[config.mk]
export PLATFORM = sky130hd
export DESIGN_NAME = i2s_rx
export DESIGN_NICKNAME = d
export VERILOG_FILES = /design/src/rtl/i2s_pkg.sv /design/src/rtl/i2s_rx_bit_sync.sv /design/src/rtl/i2s_rx.sv
export SDC_FILE = /design/constraint.sdc
export NUM_CORES = 1
export LEC_CHECK = 0
export ABC_AREA = 1
export CELL_PAD_IN_SITES_DETAIL_PLACEMENT = 1
export CELL_PAD_IN_SITES_GLOBAL_PLACEMENT = 1
export CORE_MARGIN = 3
export CORE_UTILIZATION = 45
export DETAILED_ROUTE_END_ITERATION = 6
export PLACE_DENSITY = 0.83
export SETUP_SLACK_MARGIN = 0.02
export SYNTH_ARGS = -nofsm -noshare
export SYNTH_HDL_FRONTEND = slang
export SYNTH_SLANG_ARGS = --single-unit
[constraint.sdc]
create_clock -name clk -period 3.71 [get_ports clk]
set_input_delay 0.5565 -clock clk [delete_from_list [all_inputs] [get_ports clk]]
set_output_delay 0.5565 -clock clk [all_outputs]
set_load 0.05 [all_outputs]
[src/rtl/i2s_pkg.sv]
// Shared definitions for the I2S transmit and receive blocks.
// Slot geometry is fixed at 64fs (two 32-bit slots per frame).
package i2s_pkg;

    typedef logic [1:0] i2s_state_t;

    localparam i2s_state_t UNSYNC = 2'd0;
    localparam i2s_state_t LEFT   = 2'd1;
    localparam i2s_state_t RIGHT  = 2'd2;

    localparam int SLOT_BITS = 32;

endpackage

[src/rtl/i2s_rx_bit_sync.sv]
// Multi-flop synchroniser for a single asynchronous level into the clk domain.
module bit_sync #(
    parameter int STAGES = 2
) (
    input  logic clk,
    input  logic reset,
    input  logic d_i,
    output logic q_o
);

    logic [STAGES-1:0] sync_q;

    always_ff @(posedge clk) begin
        if (reset) begin
            sync_q <= '0;
        end else begin
            sync_q <= {sync_q[STAGES-2:0], d_i};
        end
    end

    assign q_o = sync_q[STAGES-1];

endmodule

[src/rtl/i2s_rx.sv]
// I2S receiver: deserialises stereo frames from ADC data using the bit/word clock
// levels seen in the clk domain and hands completed frames out with valid/ready.
module i2s_rx
    import i2s_pkg::*;
#(
    parameter int AUDIO_DW    = 32,
    parameter int SYNC_STAGES = 2
) (
    input  logic                clk,
    input  logic                reset,
    input  logic                sclk,
    input  logic                lrclk,
    input  logic                sdata,
    output logic [AUDIO_DW-1:0] left_chan,
    output logic [AUDIO_DW-1:0] right_chan,
    output logic                valid,
    input  logic                ready,
    output logic                overrun,
    input  logic                overrun_clr
);

    localparam int CW = $clog2(AUDIO_DW + 1);

    logic                sdata_s;
    logic                sclk_d_q, lr_prev_q, lr_seen_q;
    logic                rise, lr_chg, capture, publish;
    i2s_state_t          state_q, state_d;
    logic [CW-1:0]       cnt_q, cnt_d, cnt_inc;
    logic [AUDIO_DW-1:0] shl_q, shl_d, shr_q, shr_d;
    logic [AUDIO_DW-1:0] hold_l_q, hold_l_d, hold_r_q, hold_r_d;
    logic [AUDIO_DW-1:0] cur_sh, shifted, aligned;
    logic [AUDIO_DW-1:0] left_q, left_d, right_q, right_d;
    logic                valid_q, valid_d, overrun_q, overrun_d, pub_q;

    bit_sync #(.STAGES(SYNC_STAGES)) u_sdata_sync (
        .clk   (clk),
        .reset (reset),
        .d_i   (sdata),
        .q_o   (sdata_s)
    );

    assign rise    = sclk & ~sclk_d_q;
    assign lr_chg  = rise & (lrclk != lr_prev_q);
    assign capture = rise && (state_q != UNSYNC);

    // lr_seen_q keeps the reset value of lr_prev from counting as an observed
    // word-clock level, so a reset mid left slot cannot sync on a partial slot.
    always_ff @(posedge clk) begin
        if (reset) begin
            sclk_d_q  <= 1'b1;
            lr_prev_q <= 1'b1;
            lr_seen_q <= 1'b0;
        end else begin
            sclk_d_q <= sclk;
            if (rise) begin
                lr_prev_q <= lrclk;
                lr_seen_q <= 1'b1;
            end
        end
    end

    // The sampled bit belongs to the slot of lr_prev; short slots are left-aligned on close.
    always_comb begin
        cur_sh  = lr_prev_q ? shr_q : shl_q;
        shifted = cur_sh;
        cnt_inc = cnt_q;
        if (cnt_q < CW'(AUDIO_DW)) begin
            shifted = (cur_sh << 1) | AUDIO_DW'(sdata_s);
            cnt_inc = cnt_q + 1'b1;
        end
        aligned = shifted << (CW'(AUDIO_DW) - cnt_inc);
    end

    always_comb begin
        cnt_d    = cnt_q;
        shl_d    = shl_q;
        shr_d    = shr_q;
        hold_l_d = hold_l_q;
        hold_r_d = hold_r_q;
        if (capture) begin
            cnt_d = cnt_inc;
            if (lr_prev_q) shr_d = shifted;
            else           shl_d = shifted;
            if (lr_chg) begin
                cnt_d = '0;
                if (lr_prev_q) begin
                    hold_r_d = aligned;
                    shr_d    = '0;
                end else begin
                    hold_l_d = aligned;
                    shl_d    = '0;
                end
            end
        end
    end

    always_ff @(posedge clk) begin
        if (reset) begin
            cnt_q    <= '0;
            shl_q    <= '0;
            shr_q    <= '0;
            hold_l_q <= '0;
            hold_r_q <= '0;
        end else begin
            cnt_q    <= cnt_d;
            shl_q    <= shl_d;
            shr_q    <= shr_d;
            hold_l_q <= hold_l_d;
            hold_r_q <= hold_r_d;
        end
    end

    always_ff @(posedge clk) begin
        if (reset) state_q <= UNSYNC;
        else       state_q <= state_d;
    end

    always_comb begin
        state_d = state_q;
        case (state_q)
            UNSYNC:  if (lr_chg && lr_seen_q && !lrclk) state_d = LEFT;
            LEFT:    if (lr_chg && lrclk)               state_d = RIGHT;
            RIGHT:   if (lr_chg && !lrclk)              state_d = LEFT;
            default:                                    state_d = UNSYNC;
        endcase
    end

    always_comb begin
        publish = (state_q == RIGHT) && lr_chg && !lrclk;
    end

    // Set beats clear for overrun; a publish beats the accept for valid.
    always_comb begin
        left_d    = left_q;
        right_d   = right_q;
        valid_d   = valid_q;
        overrun_d = overrun_q;
        if (overrun_clr) overrun_d = 1'b0;
        if (pub_q) begin
            if (!valid_q || ready) begin
                left_d  = hold_l_q;
                right_d = hold_r_q;
                valid_d = 1'b1;
            end else begin
                overrun_d = 1'b1;
            end
        end else if (valid_q && ready) begin
            valid_d = 1'b0;
        end
    end

    always_ff @(posedge clk) begin
        if (reset) begin
            pub_q     <= 1'b0;
            left_q    <= '0;
            right_q   <= '0;
            valid_q   <= 1'b0;
            overrun_q <= 1'b0;
        end else begin
            pub_q     <= publish;
            left_q    <= left_d;
            right_q   <= right_d;
            valid_q   <= valid_d;
            overrun_q <= overrun_d;
        end
    end

    assign left_chan  = left_q;
    assign right_chan = right_q;
    assign valid      = valid_q;
    assign overrun    = overrun_q;

endmodule
Word-level counts from Yosys, hierarchy flattened
Index checks and enable logic that the tools add are counted.

cells by class
  mux-type cells = 20
  equality and inequality tests = 7
  bitwise operators = 5
  $lt $le $gt $ge = 1
  add/sub/neg operators = 2
  reduce and logical (&&, ||, !) cells = 19
  shifts and indexed selects = 1

operators by type and width
  cell                                                              count
  32-bit 2-to-1 mux                                                 8
  32-bit by 1-bit bitwise OR with 32-bit output                     1
  32-bit by 6-bit left shift with 32-bit output                     1
  6-bit 2-to-1 mux                                                  2
  3-bit AND reduction                                               3
  1-bit logical AND                                                 8
  6-bit by 1-bit adder with 6-bit output (second input constant)    1
  6-bit < comparator (second input constant)                        1
  1-bit 2-to-1 mux                                                  6
  2-bit 2-to-1 mux                                                  3
  2-bit != test (second input constant)                             3
  2-bit case mux with 3 select lines                                1
  6-bit subtractor (first input constant)                           1
  2-bit AND reduction                                               2
  2-bit nonzero test                                                2
  1-bit AND                                                         2
  2-bit by 1-bit == test with 1-bit output (second input constant)  1
  2-bit == test (second input constant)                             1
  1-bit logical NOT                                                 2
  2-bit logical NOT                                                 1
  2-bit by 1-bit != test with 1-bit output (second input constant)  1
  1-bit inverter                                                    2
  1-bit logical OR                                                  1
  1-bit != test                                                     1

storage, ports and cells
  bits of input ports = 7
  flip-flop bits (word level) = 208

Longest topological paths before layout
Gate-level depths: netlist of run 1.

  depth after elaboration = 7
  mapped depth = 18
  depth with buffers taken out = 16

Cells and area by module
From an unflattened synthesis of run 1, not the netlist that was laid out.

unflattened totals
  cell total of the unflattened synthesis = 1493
  area total of the unflattened synthesis = 9939.5 µm²

modules (own cells, without submodules)
  module    instances  area each (µm²)  sequential area each (µm²)  cells each
  i2s_rx    1          9884.5           4124.0                      1487
  bit_sync  1          55.1             40.0                        6

Least setup slack after synthesis of run 1
OpenSTA, ideal clock, no wires.

  path kind = input to register
  from = input sclk
  to = register hold_r_q[6]
  path buffers = 1
  stages = 10
  data required time = 3.593 ns
  data arrival time = 1.972 ns
  path slack = 1.621 ns
  cell sequence = inv_1 -> nor2_2 -> inv_1 -> nor2_1 -> clkinv_1 -> nor2_2 -> clkbuf_1 -> inv_1 -> nor2_1 -> nor2_1

between the ends
  longest elaborated chain between the ends = 3
  elaborated cells on any way between the ends = 4
  classes of those cells = bitwise (2); reduce/logical (2)

RTL lines
  what                                                   line                        source
  from (decl)                                            i2s_rx.sv:11                input logic sclk,
  1-bit AND (*)                                          i2s_rx.sv:42                assign rise = sclk & ~sclk_d_q;
  1-bit AND / 1-bit logical AND (equally long branches)  i2s_rx.sv:43, i2s_rx.sv:44
  3-bit AND reduction (no source line) (*)               --
  to (signal assigned)                                   i2s_rx.sv:109               hold_r_q <= hold_r_d;
  to (decl)                                              i2s_rx.sv:30                logic [AUDIO_DW-1:0] hold_l_q, hold_l_d, hold_r_q, hold_r_d;

Mark *: on every way between the ends. The rest lies on a longest branch, timed or not.
A chain may end at the register's enable or synchronous reset.

Final worst setup path of run 1
  from = register cnt_q[5]
  to = register hold_l_q[6]

between the ends
  longest elaborated chain between the ends = 4
  elaborated cells on any way between the ends = 6
  classes of those cells = add/sub (2); order compare (1); shift (1); mux (2)

RTL lines
  what                                                                                 line                        source
  from (decl)                                                                          i2s_rx.sv:28                logic [CW-1:0] cnt_q, cnt_d, cnt_inc;
  from (signal assigned)                                                               i2s_rx.sv:105               cnt_q <= cnt_d;
  6-bit by 1-bit adder with 6-bit output / 6-bit < comparator (equally long branches)  i2s_rx.sv:69, i2s_rx.sv:67
  6-bit 2-to-1 mux                                                                     i2s_rx.sv:67                if (cnt_q < CW'(AUDIO_DW)) begin
  6-bit subtractor                                                                     i2s_rx.sv:71                aligned = shifted << (CW'(AUDIO_DW) - cnt_inc);
  32-bit by 6-bit left shift with 32-bit output (*)                                    i2s_rx.sv:71
  to (signal assigned)                                                                 i2s_rx.sv:108               hold_l_q <= hold_l_d;
  to (decl)                                                                            i2s_rx.sv:30

Marked as above.

==> results of run 1 <==
[stage by stage]
step / instances / cell area, um2 / hold WS, ns / utilization
final: 1808 / 11500 / 0.405 / 0.537
after floorplan: 1497 / 9980 / 0.388 / -
after global placement: 1768 / 10800 / 0.394 / 0.505
after global routing: 1808 / 11500 / 0.416 / 0.537
after detailed placement: 1768 / 10800 / 0.400 / 0.505
after CTS: 1808 / 11500 / 0.408 / 0.537
[cells by family after synthesis]
| family | count (synthesis) | synth area share |
|---|---|---|
| compound gates | 246 | 0.128 |
| xor+xnor | 1 | 0.000878 |
| fa+ha+maj | 1 | 0.00125 |
| buf+inv | 183 | 0.0756 |
| flops | 208 | 0.417 |
| simple gates | 858 | 0.377 |
[synthesized netlist by cell type (7+ instances only)]
cell	count
buf_2	30
clkbuf_1	62
nand3_1	315
inv_2	7
and2_1	27
o21a_1	14
nand2_1	335
dfxtp_1	208
inv_1	74
a21oi_1	119
nor2_1	161
o21ai_0	107
[cell type report]
class	count	area, um2	share of cell area
sequential	208	4160	0.362
tap	275	344	0.0299
clock buffer	36	664	0.0577
inverter	83	312	0.0271
multi-input combinational	1106	5080	0.441
timing repair buffer	96	908	0.0789
clock inverter	4	37.5	0.00326
[worst paths after layout]
path,endpoint,cells past startpoint
max,hold_l_q[6],11
min,u_sdata_sync.sync_q[1],2
max reg2reg,hold_l_q[6],11
min reg2reg,u_sdata_sync.sync_q[1],2
[worst register-to-register path: cells and delay by family (launching register included)]
kind            cells  cell delay (ns)
buf+inv             1             0.44
flops               1             0.52
compound gates      1             0.58
simple gates        9             1.16
[routing by layer]
metal,wire length [um],GRT usage,vias to the layer above
li1,-,-,4980
met1,14100,0.339,4885
met2,15300,0.458,215
met3,1320,0.0362,52
met4,678,0.0740,0
met5,0,0,-
[power breakdown]
group	total, mW	leakage, nW	internal, mW	switching, mW
combinational	0.104	2.74	0.0249	0.0787
sequential	2.24	1.68	2.24	0.00248
clock	2.16	0.341	1.23	0.923
==> impl_metrics.json, run 1 <==
{
  "endpoint_kind": "register",
  "first_pass_iters": 4,
  "cts_resized": 0,
  "die_y_um": 155,
  "synth_top_flop_cell": "dfxtp_1",
  "start_util": 0.466,
  "antenna_found_initial": 0,
  "first_global_vias": 10600,
  "vdd_ir_drop_max_uv": 330,
  "setup_ws_ns": 0.957,
  "area_delta_synth_final_pct": 15.3,
  "core-area_um2": 21400,
  "final_common_cell": "nand2_1",
  "hp-class": "reg -> reg",
  "critical_path.max_fanout": 34,
  "h-tree-depth": 1,
  "max_freq_mhz": 363,
  "cts_tree": "done",
  "syn_nets": 1505,
  "cp.arrival_ns": 3.22,
  "finalNetCount": 1526,
  "outcome": "finished clean",
  "seq_area_frac_synth": 0.417,
  "die_w_um": 155,
  "syn_inst": 1497,
  "hold_buffers": 0,
  "drt_wl_total_mm": 31.4,
  "startpoint_type": "register",
  "critPathTopFamily": "simple AND/OR/NAND/NOR gates",
  "yosys.area.top_type": "dfxtp_1",
  "slew_headroom": 0.286,
  "die_area_um2": 24000,
  "max-cap-violations": 0,
  "path_cells": "buf_4 > or2_2 > a21boi_0 > nand2_1 > nand2_1 > nand3_1 > nand2_1 > nand2_1 > nor2_1 > nor2_1 > nor2_1",
  "power.leakage_nw": 4.76,
  "cp_data_required_time_ns": 4.17,
  "grt_max_degree": 93,
  "cts_root_buf": "clkbuf_16",
  "crit_start": "cnt_q[5]",
  "power_mw": 4.50,
  "cpMaxStageDelayCell": "a21boi_0",
  "cts_buffer_depth": 3,
  "avgViaCountPerCell": 5.60,
  "crit_path_max_incr_delay_ns": 0.58,
  "worst_path_most_repeated_cell": "nand2_1",
  "synth_area_leaders": "dfxtp_1 (42%), nand3_1 (16%), nand2_1 (13%)",
  "setup_violations": 0,
  "final_cell_mix": "nand2_1 (335), nand3_1 (315), dfxtp_1 (208)",
  "worstMarginPinSlew_ns": 1.07,
  "clock_latency_ns": 0.53,
  "final_antenna_net_count": 0,
  "rrSetupSlack_ns": 0.96,
  "first_iter_violations": 639,
  "async_reset_ff_frac": 0,
  "hold_path_startpoint": "u_sdata_sync.sync_q[0]",
  "n_fill_cell": 2819,
  "path_class": "reg -> reg",
  "synth-edff-count": 0,
  "cts_buffers": 23,
  "power.density_nw_per_um2": 391,
  "post-route-min-period_ns": 2.75,
  "timing.final.max_slew_violations": 0,
  "dp_slack_ns": 0.849,
  "grt_setup_unrepaired": "no",
  "gp_congestion": 0.895,
  "port_buffers": 72,
  "clock-sinks": 208,
  "syn_area_um2": 9980,
  "period_share": 0.742,
  "drive_above_1_share": 0.0548,
  "antenna_cells": 0,
  "wl_per_cell_um": 17.4,
  "finalSetupTns_ns": 0,
  "finClkSkew_ns": 0.00702,
  "clk_pin_slew_ns": 0.06,
  "io_pins": 73,
  "grt_pass1_wl_mm": 53.0,
  "path_buf_inv": 1,
  "overflow": 0,
  "synth.distinct_cells": 33,
  "cts_setup_buffers": 0,
  "track_usage": 0.262,
  "syn_avg_cell_area_um2": 6.67,
  "synth_top_area_share": 0.417,
  "dp_hpwl_mm": 21.3,
  "hold_viol": 0,
  "yosys_warnings": 0,
  "core.rowCount": 53,
  "remaining_drc_errors": 0,
  "num_vias": 10100,
  "yosys_register_bits": 208,
  "r2r-start": "cnt_q[5]"
}
No activity file was read; power rests on OpenSTA's default activity.
==> run 2, diff against run 1 <==
--- a/config.mk
+++ b/config.mk
@@ -9,9 +9,9 @@
 export CELL_PAD_IN_SITES_DETAIL_PLACEMENT = 1
 export CELL_PAD_IN_SITES_GLOBAL_PLACEMENT = 1
 export CORE_MARGIN = 3
-export CORE_UTILIZATION = 45
+export CORE_UTILIZATION = 38
 export DETAILED_ROUTE_END_ITERATION = 6
-export PLACE_DENSITY = 0.83
+export PLACE_DENSITY = 0.75
 export SETUP_SLACK_MARGIN = 0.02
 export SYNTH_ARGS = -nofsm -noshare
 export SYNTH_HDL_FRONTEND = slang
==> constraint.sdc (replaced) <==
create_clock -name clk -period 2.3 [get_ports clk]
set_input_delay 0.345 -clock clk [delete_from_list [all_inputs] [get_ports clk]]
set_output_delay 0.345 -clock clk [all_outputs]
set_load 0.05 [all_outputs]
==> run 2 against run 1 <==
Effect of this change:
- non-clock buffer count increased by 33
- via count increased by 1.8%
- sequential power increased by 61%
- final area increased by 9.3%
- sequential share of layout area decreased by 3.0 points
- clock-buffer cell count decreased by 4
- largest power group is now clock
==> impl_metrics.json, run 2 (synthesis gave the netlist of run 1 again) <==
{
  "drt_wl_total_mm": 33.0,
  "timing.final.max_slew_violations": 0,
  "final_cell_count_no_fill": 1899,
  "area_delta_synth_final_pct": 26.0,
  "grt_max_degree": 117,
  "finalSetupTns_ns": 0,
  "vdd_ir_drop_max_uv": 533,
  "finClkSkew_ns": 0.0148,
  "overflow": 0,
  "core.rowCount": 58,
  "max_freq_mhz": 455,
  "clock-sinks": 208,
  "die_area_um2": 28200,
  "final_common_cell": "nand2_1",
  "path_class": "reg -> reg",
  "io_pins": 73,
  "core-area_um2": 25500,
  "hold_viol": 0,
  "worstMarginPinSlew_ns": 0.648,
  "remaining_drc_errors": 0,
  "final_antenna_net_count": 0,
  "cpMaxStageDelayCell": "dfxtp_2",
  "place_inst": 1846,
  "track_usage": 0.224,
  "final_cell_mix": "nand2_1 (325), nand3_1 (268), dfxtp_1 (205)",
  "first_pass_iters": 5,
  "finalNetCount": 1561,
  "worst_path_most_repeated_cell": "nand3_1",
  "avgViaCountPerCell": 5.43,
  "multi_input_area_um2": 5430,
  "post-route-min-period_ns": 2.20,
  "ff_latch_area_um2": 4170,
  "cp_data_required_time_ns": 2.71,
  "cts_buffers": 24,
  "slew_headroom": 0.568,
  "first_iter_violations": 674,
  "power.density_nw_per_um2": 612,
  "grt_pass1_wl_mm": 53.4,
  "antenna_cells": 0,
  "start_util": 0.392,
  "setup_violations": 0,
  "hp-class": "in -> reg",
  "die_y_um": 168,
  "hold-worst-slack_ns": 0.181,
  "first_global_vias": 10500,
  "period_share": 0.956,
  "path_cells": "ha_4 > nand2_2 > nand2_2 > buf_4 > nand2_1 > nand2_4 > buf_12 > nand3_1 > nand3_1 > nand3_1 > nand3_2 > nand3_2 > nand2_1 > inv_1",
  "fin_area_um2": 12600,
  "path_buf_inv": 3,
  "grt_setup_unrepaired": "yes",
  "critPathTopFamily": "simple AND/OR/NAND/NOR gates",
  "cts_root_buf": "clkbuf_16",
  "clock_latency_ns": 0.52,
  "critical_path.max_fanout": 15,
  "outcome": "finished clean",
  "cts_buffer_depth": 3,
  "wl_per_cell_um": 17.4,
  "clk_pin_slew_ns": 0.06,
  "n_fill_cell": 3193,
  "endpoint_kind": "register",
  "die_w_um": 168,
  "antenna_found_initial": 0,
  "max-cap-violations": 0,
  "num_vias": 10300,
  "dp_hpwl_mm": 21.6,
  "gp_congestion": 0.857,
  "drive_above_1_share": 0.126,
  "placed_cell_area_um2": 11300,
  "startpoint_type": "register",
  "power_mw": 7.70,
  "crit_path_max_incr_delay_ns": 0.34,
  "cp.arrival_ns": 2.61,
  "cts_tree": "done",
  "power.leakage_nw": 5.09,
  "port_buffers": 72,
  "h-tree-depth": 1
}
run 2: layout make-up:
type                       count  area share
timing repair buffer         129       0.115
clock buffer                  32      0.0550
inverter                      83      0.0250
tap                          330      0.0328
multi-input combinational   1107       0.431
sequential                   208       0.331
clock inverter                10     0.00915
run 2: where the power goes:
part	total, mW	internal (mW)	switching, mW
clock network	3.90	2.34	1.57
logic	0.188	0.0559	0.132
registers	3.61	3.61	0.00384
total	7.70	6.00	1.70
run 2: path summary, 6_finish.rpt:
| path | from | endpoint | slack (ns) | cells past startpoint |
|---|---|---|---|---|
| setup reg to reg | cnt_q[0] | hold_l_q[29] | 0.10 | 14 |
| hold reg to reg | u_sdata_sync.sync_q[0] | u_sdata_sync.sync_q[1] | 0.43 | 2 |
| hold / removal | reset | hold_l_q[31] | 0.18 | 4 |
| setup / recovery | cnt_q[0] | hold_l_q[29] | 0.10 | 14 |
run 2: worst min-delay path: cells and delay by family:
family | cells | cell delay [ns]
buf+inv | 2 | 0.18
simple gates | 2 | 0.13
run 2: timing repair:
action,CTS,global route
pin swaps,2,14
cloned,1,3
buffers inserted,2,5
resized for setup,7,75
endpoints found under the setup margin,24,62
hold buffers,0,0
run 2: through the flow:
stage	worst slack (ns)	util
2_1_floorplan	0.294	-
3_3_place_gp	0.0727	0.443
3_5_place_dp	-0.0308	0.443
4_1_cts	0.0108	0.477
5_1_grt	-0.0417	0.494
6_report	0.101	0.494
run 2: routing by layer:
metal / global-route usage / part of all wire
met3: 0.0340 / 0.044
met4: 0.0697 / 0.024
met2: 0.384 / 0.48
met5: 0 / 0
met1: 0.292 / 0.45
